`config.mk`:
```
export PLATFORM = sky130hd
export DESIGN_NAME = rc4_decrypt_seq
export DESIGN_NICKNAME = d
export VERILOG_FILES = /design/src/rtl/rc4_decrypt_seq.sv
export SDC_FILE = /design/constraint.sdc
export NUM_CORES = 1
export LEC_CHECK = 0
export ABC_AREA = 1
export CAP_MARGIN = 20
export CORE_MARGIN = 2
export CORE_UTILIZATION = 35
export CTS_BUF_LIST = sky130_fd_sc_hd__clkbuf_8
export DETAILED_ROUTE_END_ITERATION = 8
export GPL_TIMING_DRIVEN = 0
export HOLD_SLACK_MARGIN = 0.06
export MAX_ROUTING_LAYER = met4
export SYNTH_ARGS = -nofsm -noshare
export SYNTH_HDL_FRONTEND = slang
export SYNTH_SLANG_ARGS = --single-unit
```
`constraint.sdc`:
```
create_clock -name clk -period 2.9 [get_ports clk]
set_input_delay 0.435 -clock clk [delete_from_list [all_inputs] [get_ports clk]]
set_output_delay 0.435 -clock clk [all_outputs]
set_load 0.01 [all_outputs]
```
`src/rtl/rc4_decrypt_seq.sv`:
```
// RC4 sequencer: S-box init, key scheduling, then optional PRGA decryption of a message ROM into a result RAM.
// Build macro ASCII_CHECK_EN: abort decryption on the first byte that is not a-z or space.
module rc4_decrypt_seq #(
    parameter int KEY_BYTES = 3,
    parameter int MSG_LEN   = 32,
    parameter int MSG_AW    = 5,
    parameter int RD_LAT    = 1
) (
    input  logic                   clk,
    input  logic                   reset_n,
    input  logic                   start,
    input  logic                   mode,
    input  logic [KEY_BYTES*8-1:0] key,
    output logic                   busy,
    output logic                   done,
    input  logic                   done_ack,
    output logic                   fail,
    output logic [7:0]             s_addr,
    output logic [7:0]             s_wdata,
    input  logic [7:0]             s_rdata,
    output logic                   s_wren,
    output logic [MSG_AW-1:0]      rom_addr,
    input  logic [7:0]             rom_rdata,
    output logic [MSG_AW-1:0]      ram_addr,
    output logic [7:0]             ram_wdata,
    output logic                   ram_wren
);

    localparam int              KW     = KEY_BYTES * 8;
    localparam logic [MSG_AW:0] K_LAST = (MSG_AW + 1)'(MSG_LEN - 1);
    localparam logic            W_LAST = 1'(RD_LAT - 1);

    typedef enum logic [3:0] {
        IDLE, INIT,
        KSA_RI, KSA_RJ, KSA_WRI, KSA_WRJ,
        PRGA_RI, PRGA_RJ, PRGA_WRI, PRGA_WRJ, PRGA_RF, PRGA_CAP, PRGA_WR,
        RD_WAIT, COMPLETE
    } state_t;

    state_t            state_q, state_d, ret_q, ret_d;
    logic              wcnt_q, wcnt_d;
    logic [7:0]        i_q, i_d, j_q, j_d;
    logic [MSG_AW:0]   k_q, k_d;
    logic [7:0]        si_q, si_d, sj_q, sj_d, f_q, f_d, ct_q, ct_d;
    logic [KW-1:0]     key_q, key_d;
    logic              mode_q, mode_d;
    logic              busy_q, busy_d, done_q, done_d, fail_q, fail_d;
    logic [7:0]        s_addr_q, s_addr_d, s_wdata_q, s_wdata_d;
    logic              s_wren_q, s_wren_d;
    logic [MSG_AW-1:0] rom_addr_q, rom_addr_d, ram_addr_q, ram_addr_d;
    logic [7:0]        ram_wdata_q, ram_wdata_d;
    logic              ram_wren_q, ram_wren_d;

    logic [7:0] kbyte, j_ksa, j_prga, i_inc, pt;
    logic       pt_ok;

    always_comb begin
        kbyte  = key_q[KW-1 -: 8];
        j_ksa  = j_q + s_rdata + kbyte;
        j_prga = j_q + s_rdata;
        i_inc  = i_q + 8'd1;
        pt     = f_q ^ ct_q;
        pt_ok  = ((pt >= 8'h61) && (pt <= 8'h7A)) || (pt == 8'h20);

        state_d = state_q;
        ret_d   = ret_q;
        wcnt_d  = wcnt_q;
        i_d     = i_q;
        j_d     = j_q;
        k_d     = k_q;
        si_d    = si_q;
        sj_d    = sj_q;
        f_d     = f_q;
        ct_d    = ct_q;
        key_d   = key_q;
        mode_d  = mode_q;
        fail_d  = fail_q;
        // memory-facing outputs idle at zero unless the current state drives them
        s_addr_d    = 8'd0;
        s_wdata_d   = 8'd0;
        s_wren_d    = 1'b0;
        rom_addr_d  = '0;
        ram_addr_d  = '0;
        ram_wdata_d = 8'd0;
        ram_wren_d  = 1'b0;

        case (state_q)
            IDLE: begin
                if (start) begin
                    key_d   = key;
                    mode_d  = mode;
                    i_d     = 8'd0;
                    j_d     = 8'd0;
                    state_d = INIT;
                end
            end
            INIT: begin
                s_addr_d  = i_q;
                s_wdata_d = i_q;
                s_wren_d  = 1'b1;
                i_d       = i_inc;
                if (i_q == 8'hFF) begin
                    j_d     = 8'd0;
                    state_d = KSA_RI;
                end
            end
            KSA_RI: begin
                s_addr_d = i_q;
                wcnt_d   = 1'b0;
                ret_d    = KSA_RJ;
                state_d  = RD_WAIT;
            end
            KSA_RJ: begin
                si_d     = s_rdata;
                j_d      = j_ksa;
                s_addr_d = j_ksa;
                wcnt_d   = 1'b0;
                ret_d    = KSA_WRI;
                state_d  = RD_WAIT;
            end
            KSA_WRI: begin
                s_addr_d  = i_q;
                s_wdata_d = s_rdata;
                s_wren_d  = 1'b1;
                state_d   = KSA_WRJ;
            end
            KSA_WRJ: begin
                s_addr_d  = j_q;
                s_wdata_d = si_q;
                s_wren_d  = 1'b1;
                // rotating the key keeps the next key byte at the top, avoiding i mod KEY_BYTES
                key_d     = (key_q << 8) | (key_q >> (KW - 8));
                i_d       = i_inc;
                if (i_q != 8'hFF) begin
                    state_d = KSA_RI;
                end else if (mode_q) begin
                    j_d     = 8'd0;
                    k_d     = '0;
                    state_d = PRGA_RI;
                end else begin
                    state_d = COMPLETE;
                end
            end
            PRGA_RI: begin
                i_d      = i_inc;
                s_addr_d = i_inc;
                wcnt_d   = 1'b0;
                ret_d    = PRGA_RJ;
                state_d  = RD_WAIT;
            end
            PRGA_RJ: begin
                si_d     = s_rdata;
                j_d      = j_prga;
                s_addr_d = j_prga;
                wcnt_d   = 1'b0;
                ret_d    = PRGA_WRI;
                state_d  = RD_WAIT;
            end
            PRGA_WRI: begin
                sj_d      = s_rdata;
                s_addr_d  = i_q;
                s_wdata_d = s_rdata;
                s_wren_d  = 1'b1;
                state_d   = PRGA_WRJ;
            end
            PRGA_WRJ: begin
                s_addr_d  = j_q;
                s_wdata_d = si_q;
                s_wren_d  = 1'b1;
                state_d   = PRGA_RF;
            end
            PRGA_RF: begin
                s_addr_d   = si_q + sj_q;
                rom_addr_d = k_q[MSG_AW-1:0];
                wcnt_d     = 1'b0;
                ret_d      = PRGA_CAP;
                state_d    = RD_WAIT;
            end
            PRGA_CAP: begin
                f_d     = s_rdata;
                ct_d    = rom_rdata;
                state_d = PRGA_WR;
            end
            PRGA_WR: begin
`ifdef ASCII_CHECK_EN
                if (!pt_ok) begin
                    fail_d  = 1'b1;
                    state_d = COMPLETE;
                end else begin
`else
                begin
`endif
                    ram_addr_d  = k_q[MSG_AW-1:0];
                    ram_wdata_d = pt;
                    ram_wren_d  = 1'b1;
                    if (k_q == K_LAST) begin
                        state_d = COMPLETE;
                    end else begin
                        k_d     = k_q + 1'b1;
                        state_d = PRGA_RI;
                    end
                end
            end
            RD_WAIT: begin
                if (wcnt_q == W_LAST) state_d = ret_q;
                else wcnt_d = 1'b1;
            end
            COMPLETE: begin
                if (done_ack) state_d = IDLE;
            end
            default: state_d = IDLE;
        endcase

        busy_d = (state_d != IDLE);
        done_d = (state_d == COMPLETE);
        if (state_d == IDLE) fail_d = 1'b0;
    end

    always_ff @(posedge clk or negedge reset_n) begin
        if (!reset_n) begin
            state_q     <= IDLE;
            ret_q       <= IDLE;
            wcnt_q      <= 1'b0;
            i_q         <= 8'd0;
            j_q         <= 8'd0;
            k_q         <= '0;
            si_q        <= 8'd0;
            sj_q        <= 8'd0;
            f_q         <= 8'd0;
            ct_q        <= 8'd0;
            key_q       <= '0;
            mode_q      <= 1'b0;
            busy_q      <= 1'b0;
            done_q      <= 1'b0;
            fail_q      <= 1'b0;
            s_addr_q    <= 8'd0;
            s_wdata_q   <= 8'd0;
            s_wren_q    <= 1'b0;
            rom_addr_q  <= '0;
            ram_addr_q  <= '0;
            ram_wdata_q <= 8'd0;
            ram_wren_q  <= 1'b0;
        end else begin
            state_q     <= state_d;
            ret_q       <= ret_d;
            wcnt_q      <= wcnt_d;
            i_q         <= i_d;
            j_q         <= j_d;
            k_q         <= k_d;
            si_q        <= si_d;
            sj_q        <= sj_d;
            f_q         <= f_d;
            ct_q        <= ct_d;
            key_q       <= key_d;
            mode_q      <= mode_d;
            busy_q      <= busy_d;
            done_q      <= done_d;
            fail_q      <= fail_d;
            s_addr_q    <= s_addr_d;
            s_wdata_q   <= s_wdata_d;
            s_wren_q    <= s_wren_d;
            rom_addr_q  <= rom_addr_d;
            ram_addr_q  <= ram_addr_d;
            ram_wdata_q <= ram_wdata_d;
            ram_wren_q  <= ram_wren_d;
        end
    end

    assign busy      = busy_q;
    assign done      = done_q;
    assign fail      = fail_q;
    assign s_addr    = s_addr_q;
    assign s_wdata   = s_wdata_q;
    assign s_wren    = s_wren_q;
    assign rom_addr  = rom_addr_q;
    assign ram_addr  = ram_addr_q;
    assign ram_wdata = ram_wdata_q;
    assign ram_wren  = ram_wren_q;

endmodule

```
Word-level counts from Yosys, hierarchy flattened
Index checks and enable logic that the tools add are counted.

Multiplexer cells: 30. Bitwise gates (word level): 2. Reductions and logical operators: 20. Equality and inequality tests: 23. Add/subtract/negate cells: 5.

Operators with widths (number): $pmux 24 s2 (1); $pmux 8 s6 (1); $pmux 4 s11 (1); $mux 8 (5); $pmux 8 s5 (1); $eq 4x4->1 const B (8); $mux 4 (7); $add 8x8->8 (3); $mux 24 (1); $or 24x8->24 (1); $pmux 8 s3 (1); $pmux 4 s5 (1); $mux 6 (3); $eq 4x3->1 const B (4); $pmux 8 s2 (1); $pmux 6 s2 (1); $mux 5 (2); $ne 2x2->1 const B (5); $reduce_bool 5->1 (2); $reduce_or 5->1 (2); $add 8x1->8 const B (1); $eq 4x2->1 const B (2); $eq 8x8->1 const B (1); $ne 8x8->1 const B (1); other kinds (15) (24).

Word-level logic and storage cells: 101. Register bits after elaboration: 126. Input port bits: 45. Output and inout bits: 39.

Depth between registers and ports, before layout
Word-level depth: 4. Gate-level depth with buffers: 19. Gate-level depth less buffers: 19.

Worst setup path after synthesis
OpenSTA, ideal clock, no wires.

Kind: input port to flip-flop. Start: in s_rdata[0]. End: reg s_addr_q[5], in the netlist s_addr[5]. Stages on the path: 16. Slack: 0.253 ns. Required time: 2.767 ns. Arrival time: 2.514 ns. Cells stage by stage: ha_1 -> inv_1 -> fa_1 -> nor2_1 -> nor2_1 -> o21bai_1 -> xnor2_1 -> inv_1 -> ha_1 -> nand2_1 -> inv_1 -> nand4_1 -> nand3_1 -> or2_2 -> nand3_1 -> nand4_1.

Word-level cells in the longest chain between the ends: 3.

RTL lines: start, declared (RTL line 20) `input logic [7:0] s_rdata,`; $add 8x8->8 * (RTL line 59, 60); $add 8x8->8 (RTL line 59) `j_ksa = j_q + s_rdata + kbyte;`; $pmux 8 s6 * (RTL line 87) `case (state_q)`; via s_addr_d[5] (RTL line 48) `logic [7:0] s_addr_q, s_addr_d, s_wdata_q, s_wdata_d;`; end signal, assigned (RTL line 259) `s_addr_q <= s_addr_d;`; end, declared (RTL line 48).

Mark *: on every way through the listed nets, which the timed path passes. The rest lies on a longest branch. A chain may end at the register's enable or synchronous reset.

Worst setup path in the final report
Start: reg j_q[0]. End: reg s_addr_q[5], in the netlist s_addr[5].

Word-level cells in the longest chain between the ends: 3.

RTL lines: start, declared (RTL line 42) `logic [7:0] i_q, i_d, j_q, j_d;`; start signal, assigned (RTL line 248) `j_q <= j_d;`; $add 8x8->8 * (RTL line 59, 60); $add 8x8->8 (RTL line 59); $pmux 8 s6 * (RTL line 87); via s_addr_d[5] (RTL line 48).

Marks and branches as above.

==> metrics.md <==
| Metric | Value |
|---|---|
| ANT nets after route | `0` |
| Peak Freq | `361 MHz` |
| Cell family with most CP delay | `simple AND/OR/NAND/NOR gates` |
| GR Overflow Total | `0` |
| Final Max Tran Viols | `0` |
| Tmin final | `2770 ps` |
| Initial antenna violation count | `0` |
| Post-Syn Area | `6440 sq um` |
| Total wire length | `16,900 um` |
| Die area | `19,500 sq um` |
| Synth Area per Inst | `8.37 sq um` |
| VDD IR max | `0.391 mV` |
| Yosys cell types | `44` |
| Clock root cell | `clkbuf_8` |
| Crit path from | `j_q[0]` |
| FF+latch count, synth | `125` |
| Nets | `944` |
| Syn nets | `840` |
| Worst slack, placed | `-656 ps` |
| DIE WIDTH | `140 um` |
| Pwr Total | `8420 uW` |
| Setup crit start kind | `register` |
| Largest family of logic cells by synthesized area | `simple AND/OR/NAND/NOR gates` |
| Leakage | `0.00384 uW` |
| Sequential fraction of the synthesis area | `0.486` |
| IO Pins | `84` |
| RePlAce Congestion | `0.895` |
| Layout area overhead | `25.3%` |
| First-pass GRT wire length | `28,200 um` |
| Port bufs | `82` |
| RSZ-0062 raised after global routing | `yes` |
| Share of flip-flops with an asynchronous set or reset | `1.00` |
| Final-report setup violation count | `0` |
| Largest net degree at the start of global routing | `89` |
| DRT Pass-1 Iters | `4` |
| Crit path required time | `3200 ps` |
| Htree depth | `4` |
| Max Fanout on Critical Path | `5` |
| Post-synthesis compound-gate area fraction | `0.145` |
| DR iter-0 viols | `304` |
| Gr usage total | `0.187` |
| Commonest cells post-synth | `nand2_1, dfrtp_1, inv_1, o21ai_0, nor2_1` |
| DRC violations left | `0` |
| Clock-pin slew on the worst setup and hold paths | `80 ps` |
| Xor/xnor cell area share of the yosys netlist | `0.0272` |
| Most instantiated library cell after synthesis | `nand2_1` |
| Largest cells by area after synthesis | `dfrtp_1, nand2_1, inv_1` |
| Crit path kind | `register to register` |
| Share of cells above drive strength 1 | `0.0971` |
| Core ar. | `18,000 sq um` |
| PnR worst setup slack | `134 ps` |
| Initial Utilization | `0.357` |
| Top FF cell, synth | `dfrtp_1` |
| Cell Chain, Critical Path | `ha_2 > inv_1 > fa_2 > nor2_2 > nor2_1 > o21bai_1 > xnor2_1 > inv_1 > ha_4 > nand2_1 > inv_1 > nand4_1 > nand3_2 > or2_2 > nand3_1 > nand4_1` |
| PwrDens | `1040 nW/um^2` |
| Worst Path Arrival | `3070 ps` |
| Post-synth EDFFs | `0` |
| Synthesized instance count | `769` |
| Vias in the first global route | `5,518` |
| Top-area cell type share of the netlist area | `0.486` |
| Max incr delay on CP | `380 ps` |
| Worst hold-check path type | `input port to asynchronous set/reset pin` |
| Clock Path Buffers | `2` |
| Skew-Pair Late Insertion Delay | `440 ps` |
| Vias per cell | `4.90` |
| Synth Area in Adders | `0.0540` |
| Dpl hpwl | `12,600 um` |
| Final hold viol count | `0` |
| Detailed-route via count | `5,468` |
| Ant. Diodes | `0` |
| Synth Area in Simple Gates | `0.205` |
| CP Buf/Inv Count | `3` |
| R2r startpoint | `j_q[0]` |
| Maxcap violations | `0` |
| Slew @ Worst Pin | `507 ps` |
| CP max stage cell | `dfrtp_1` |
| Status | `complete, no violations` |
| CTS Sinks | `125` |
| Die H | `140 um` |
| CTS Buf Count | `17` |
| Leading area contributor after synthesis | `dfrtp_1` |
| Most common cell on crit path | `inv_1` |
| Relative slew margins | `0.661` |
| Worst Setup End Kind | `register` |
| Drt wl/cell | `15.2 um` |
| # rows | `49` |
| Multiplexer area fraction after synthesis | `0` |
| Crit share post-route | `0.954` |
| Yosys warnings | `0` |
| Clock Skew | `7.66 ps` |
| CTS tree | `built` |
==> report_power, final <==
| part | switching (uW) | internal, uW | total (uW) |
|---|---|---|---|
| sequential | 413 | 2400 | 2810 |
| clock | 748 | 875 | 1620 |
| combinational | 2440 | 1540 | 3980 |
| total | 3600 | 4810 | 8420 |
==> per-layer routing <==
metal  GRT usage  wire length, um  vias to the layer above
met5           -                0                        -
met4      0.0626              292                        0
met3      0.0344              848                       24
met2       0.286             7920                      140
met1       0.252             7880                     2573
li1            -                -                     2731
==> layout by cell type, fill, tap and decap left out, types with 4 or more instances in the layout <==
master           netlist  final
a21oi_1               24     23
a22oi_1                6      6
buf_2                  6      6
buf_6                  3      4
clkbuf_1               6      6
clkbuf_8               0     18
clkdlybuf4s50_1        0     78
dfrtp_1              125    125
ha_1                  23     19
inv_1                 99    100
inv_2                 13     14
nand2_1              180    180
nand3_1               43     41
nand4_1                9      9
nor2_1                55     54
nor2_2                 6      7
nor3_1                 6      6
o211ai_1              29     29
o21ai_0               61     61
o21ai_1                7      7
o22ai_1                9      9
xnor2_1               12     12
xor2_1                 8      7
==> worst paths after layout <==
kind,to,slack [ps],depth (start not counted)
max,s_addr[5],130,16
min,ram_wdata[5],450,2
min reg2reg,sj_q[4],500,2
max reg2reg,s_addr[5],130,16
min in group clk,sj_q[4],500,2
max in group asynchronous,key_q[17],1680,3
==> registers in the layout (all words and copies together), names as in the netlist <==
| signal | flops |
|---|---|
| i_q | 8 |
| mode_q | 1 |
| s_addr | 8 |
| busy | 1 |
| wcnt_q | 1 |
| ret_q | 3 |
| ram_wren | 1 |
| s_wdata | 8 |
| ram_wdata | 8 |
| done | 1 |
| k_q | 6 |
| s_wren | 1 |
| ct_q | 8 |
| sj_q | 8 |
| key_q | 24 |
| ram_addr | 5 |
| f_q | 8 |
| si_q | 8 |
| state_q | 4 |
| j_q | 8 |
| rom_addr | 5 |
==> layout make-up <==
type                            instances  area [sq um]
Buffer                                 18           106
Timing Repair Buffer                   85           863
Multi-Input combinational cell        513          2850
Fill cell                            1861          9960
Tap cell                              229           287
Sequential cell                       125          3130
Clock buffer                           18           248
Inverter                              113           424
Clock inverter                         14           168
==> logic make-up after synthesis <==
kind of cell | Yosys count
AND/OR/NAND/NOR | 312
flip-flops | 125
XOR/XNOR | 20
other | 1
adder cells (fa/ha/maj) | 26
buffers and inverters | 131
AO/OA/AOI/OAI | 154
==> worst reg2reg max path: cells and delay by family, from the launching register on <==
family | cells | cell delay, ps
AND/OR/NAND/NOR | 8 | 950
adder cells (fa/ha/maj) | 3 | 790
flip-flops | 1 | 380
buffers and inverters | 3 | 220
XOR/XNOR | 1 | 160
AO/OA/AOI/OAI | 1 | 140
==> timing repair <==
| item | CTS | global route |
|---|---|---|
| resized for setup | 6 | 8 |
| hold buffers | 1 | 0 |
| endpoints found under the setup margin | 6 | 6 |
| pin swaps | 1 | 1 |
| endpoints found under the hold margin | 37 | 0 |
| buffers inserted | 0 | 1 |
==> metrics by stage <==
stage,cells,hold slack [ps],TNS (ps),area (sq um),util
floorplan,769,139,0,6440,-
detailed placement,1081,364,-4790,7570,0.420
finish,1115,450,0,8070,0.448
global placement,1080,473,-463790,7540,0.419
global route,1115,488,-79.1,8070,0.448
CTS,1114,452,0,8020,0.445
Note: power is estimated with default switching activity, not from simulation.
==> edit 1, RTL diff (config.mk and constraints unchanged) <==
The option `ASCII_CHECK_EN` is turned on by a define.
--- a/src/rtl/rc4_decrypt_seq.sv
+++ b/src/rtl/rc4_decrypt_seq.sv
@@ -1,5 +1,7 @@
 // RC4 sequencer: S-box init, key scheduling, then optional PRGA decryption of a message ROM into a result RAM.
 // Build macro ASCII_CHECK_EN: abort decryption on the first byte that is not a-z or space.
+`define ASCII_CHECK_EN
+
 module rc4_decrypt_seq #(
     parameter int KEY_BYTES = 3,
     parameter int MSG_LEN   = 32,
Behaviour: same outputs for any inputs over 10 cycles, from zero or initial values and one cycle with reset_n low; that may be too few to reach the edited logic, so the function may still have changed.
==> edit 1 against the original RTL <==
Final area is 5.1% higher; power is 2.9% higher; sequential cell count is 1 higher; routed wire length is 0.18% lower; setup slack better by 0.046 ns; count of clock-buffer cells in the layout stayed put; synthesized area is 5.1% higher; non-clock buffer count is 4 higher; largest cell class unchanged.
==> edit 1: results (changes against the original RTL) <==
| Metric | Value |
|---|---|
| VDD IR-drop max | 0.3832 mV (-2.0%) |
| Int Pwr | 0.004886 W (+1.5%) |
| First-pass GRT wire length | 28,010 um (-0.52%) |
| Area of the multi-input gates | 3092 sq um (+8.7%) |
| Met2 track demand over resource | 28.63% (+0.072 points) |
| Synth top area cells | dfrtp_1 (47%), nand2_1 (9.9%), inv_1 (6.5%), o21ai_0 (5.0%), ha_1 (4.3%) |
| Commonest cells in the netlist | nand2_1 (178), dfrtp_1 (126), inv_1 (118), o21ai_0 (68), nor2_1 (65) |
| DR vias | 5,675 (+3.8%) |
| Multi-input comb cells | 539 (+5.1%) |
| Post-CTS setup buffers | 1 (+1) |
| Lkg Pwr | 4.068 nW (+5.9%) |
| DRT Pass-1 Iters | 5 (+1) |
| Area grow syn2layout | 25.37% (about the same) |
| HPWL after DPL | 12,860 um (+1.8%) |
| Outcome | completed |
| All-Layer GR Usage | 18.09% (-0.58 points) |
| Met2 wire length | 8024 um (+1.4%) |
| Met3 WL | 744 um (-12%) |
| Critical Path End | s_addr[7] |
| Layout cells sized above 1 | 12.62% (+2.9 points) |
| Reg-to-reg slack, setup | 0.18 ns (+0.05 ns) |
| Clock-cell share of area | 4.881% (-0.27 points) |
| Met3 Use GR | 4.259% (+0.82 points) |
| Largest net degree at the start of global routing | 84 (-5.6%) |
| Worst setup skew after layout | 0.01271 ns (+0.005048 ns) |
| Initial DRC count | 271 (-11%) |
| Post-CTS Resized | 7 (+1) |
| FF+latch area | 3153 sq um (+0.80%) |
| Post-synth cell types | 48 (+9.1%) |
| Inverters | 131 (+16%) |
| Nets | 993 (+5.2%) |
| Syn Nets | 886 (+5.5%) |
| Mapped Area | 6768 sq um (+5.1%) |
| Nonclk buf count | 107 (+3.9%) |
| Worst Path Arrival | 3.10 ns (+0.03 ns) |
| Fill cell count | 1,866 (+0.27%) |
[edit 1: logic make-up after synthesis]
kind of cell    share of synthesized area (%)
xor+xnor                                1.812
other cells                           0.05541
compound gates                          14.49
buf+inv                                 9.022
simple gates                            22.56
fa+ha+maj                               5.140
flops                                   46.59
mux                                    0.3328
[edit 1: through the flow]
stage | hold WS (ns) | setup TNS, ns | worst slack (ns) | total power, W | cells
detailed placement | 0.3801 | -4.673 | -0.8013 | 0.006880 | 1159
global placement | 0.4549 | -471.65 | -3.722 | 0.006813 | 1158
floorplan | 0.1394 | 0 | 0.1444 | 0.005710 | 815
global route | 0.4835 | -0.01046 | -0.005381 | 0.009458 | 1195
CTS | 0.4647 | 0 | 0.01266 | 0.008559 | 1193
finish | 0.4722 | 0 | 0.1797 | 0.008659 | 1195
==> edit 2, RTL diff (same flow settings) <==
Without the edit above. Make the reset (`reset_n`) synchronous in one clocked block.
--- a/src/rtl/rc4_decrypt_seq.sv
+++ b/src/rtl/rc4_decrypt_seq.sv
@@ -216,7 +216,7 @@
         if (state_d == IDLE) fail_d = 1'b0;
     end
 
-    always_ff @(posedge clk or negedge reset_n) begin
+    always_ff @(posedge clk) begin
         if (!reset_n) begin
             state_q     <= IDLE;
             ret_q       <= IDLE;
Check against the original RTL: differs if reset_n is asserted again (counterexample within 4 cycles, from zero or initial values and one cycle with reset_n low); with reset_n held inactive, the same outputs for 10 cycles.
==> edit 2 against the original RTL <==
Count of clock-buffer cells in the layout up 2; synthesized area down 4.0%; sequential share of layout area down 6.7 points; setup slack better by 0.049 ns; utilization up 0.37 points; final area down 3.3%; clock skew up 0.0056 ns; sequential cell count unchanged; routed wire length up 0.38%; critical endpoint is now s_addr[7]; via count up 7.4%; hold slack better by 0.0019 ns.
Power is not compared: it rests on default switching activity, and its combinational part moved more than twofold at a synthesized area within 25%.
==> edit 2: results (changes against the original RTL) <==
| Metric | Value |
|---|---|
| Post-CTS Resized | 12 (+6) |
| Fill cell count | 1,827 (-1.8%) |
| Met3 Use GR | 4.148% (+0.71 points) |
| Multi-input comb cells | 609 (+19%) |
| Finished Core Util | 45.13% (+0.37 points) |
| First-pass GRT wire length | 27,410 um (-2.6%) |
| Clock Tree Root | clkbuf_8 |
| Hold WC Path Type | in -> reg |
| Multi-input combinational area share | 42.46% (+7.2 points) |
| Commonest cells in the netlist | nand2_1 (156), dfxtp_1 (125), nor2_1 (117), o21ai_0 (92), inv_1 (78) |
| Max incr delay on CP | 0.37 ns |
| Outcome | completed |
| Post-synth ARST share | 0% (-100 points) |
| Post-Syn Area per Cell | 7.270 sq um (-13%) |
| Worst-path maximum fanout | 3 (-2) |
| Met2 wire length | 7629 um (-3.6%) |
| Inverters | 88 (-22%) |
| Final weighted congestion in routability-driven placement | 0.9343 (+4.4%) |
| Wl on met1 | 7910 um (+0.39%) |
| Post-synth cell types | 53 (+20%) |
| Syn Nets | 923 (+9.9%) |
| Global Route met1 Usage | 24.75% (-0.45 points) |
| FF+latch area | 2506 sq um (-20%) |
| Layout Cells excl Fill | 1,191 (+6.8%) |
| NonClk Buf Share | 12.34% (+0.32 points) |
| Final setup fails | 0 (unchanged) |
| Syn Inst Count | 850 (+11%) |
| Yosys reg bits | 125 (unchanged) |
| Max FFs per register | 24 (unchanged) |
| Crit-path slowest cell | fa_2 |
| Nonclk buf count | 112 (+8.7%) |
| Layout cells sized above 1 | 9.317% (-0.39 points) |
| HPWL after DPL | 13,060 um (+3.3%) |
| Clock-cell share of area | 5.225% (+0.077 points) |
| Synth top area cells | dfxtp_1 (40%), nand2_1 (9.5%), o21ai_0 (7.5%), nor2_1 (7.1%), a21oi_1 (5.7%) |
| Wirelength per Cell | 14.27 um (-6.0%) |
| Int Pwr | approximately 0.0027 W |
| CTS max path bufs | 2 (unchanged) |
| Post-CTS setup buffers | 0 (unchanged) |
| Placed cell area | 7282 sq um (-3.8%) |
| Htree depth | 4 (unchanged) |
| Worst setup skew after layout | 0.01324 ns (+0.005577 ns) |
| Met2 track demand over resource | 30.08% (+1.5 points) |
| # clk buffers | 20 (+2) |
| Number of global-route vias before repair | 5,424 (-1.7%) |
| Synth warn | 0 (unchanged) |
| Worst Path Arrival | 3.08 ns (about the same) |
| Slew margin rel. | 57.08% (-9.0 points) |
| VDD IR-drop max | ~0.30 mV |
| Largest net degree at the start of global routing | 17 (-81%) |
| All-Layer GR Usage | 19.29% (+0.62 points) |
| Lkg Pwr | 3.350 nW |
| Nets | 1,026 (+8.7%) |
| Initial DRC count | 381 (+25%) |
| Met3 WL | 1102 um (+30%) |
| Logic pwr share | 9.2% |
| Post-synthesis sequential area ratio | 40.49% (-8.1 points) |
| DRT Pass-1 Iters | 7 (+3) |
| Number of vias per cell | 4.932 (+0.57%) |
| Pre-CTS setup slack | -0.8764 ns (-0.2207 ns) |
## edit 2: cells by family after synthesis
| logic type | count (synthesis) | synth area share (%) |
|---|---|---|
| compound gates | 202 | 18.28 |
| xor+xnor | 18 | 2.551 |
| fa+ha+maj | 28 | 6.034 |
| buf+inv | 116 | 7.411 |
| flops | 125 | 40.49 |
| other cells | 1 | 0.06068 |
| simple gates | 360 | 25.17 |
## edit 2: critical path, delay by kind of cell (launching register included)
kind                       cells  cell delay [ns]
and+or+nand+nor                6             0.66
adders and majority gates      3             0.75
buffers and inverters          3             0.16
AOI/OAI and AO/OA              5             0.72
DFF                            1             0.36
## edit 2: path summary, 6_finish.rpt
check | start | to | slack (ns) | depth (start not counted)
worst min-delay path | s_rdata[4] | f_q[4] | 0.45 | 3
worst max-delay path | j_q[0] | s_addr[7] | 0.18 | 17
worst min register to register | key_q[3] | key_q[11] | 0.46 | 2
worst max register to register | j_q[0] | s_addr[7] | 0.18 | 17
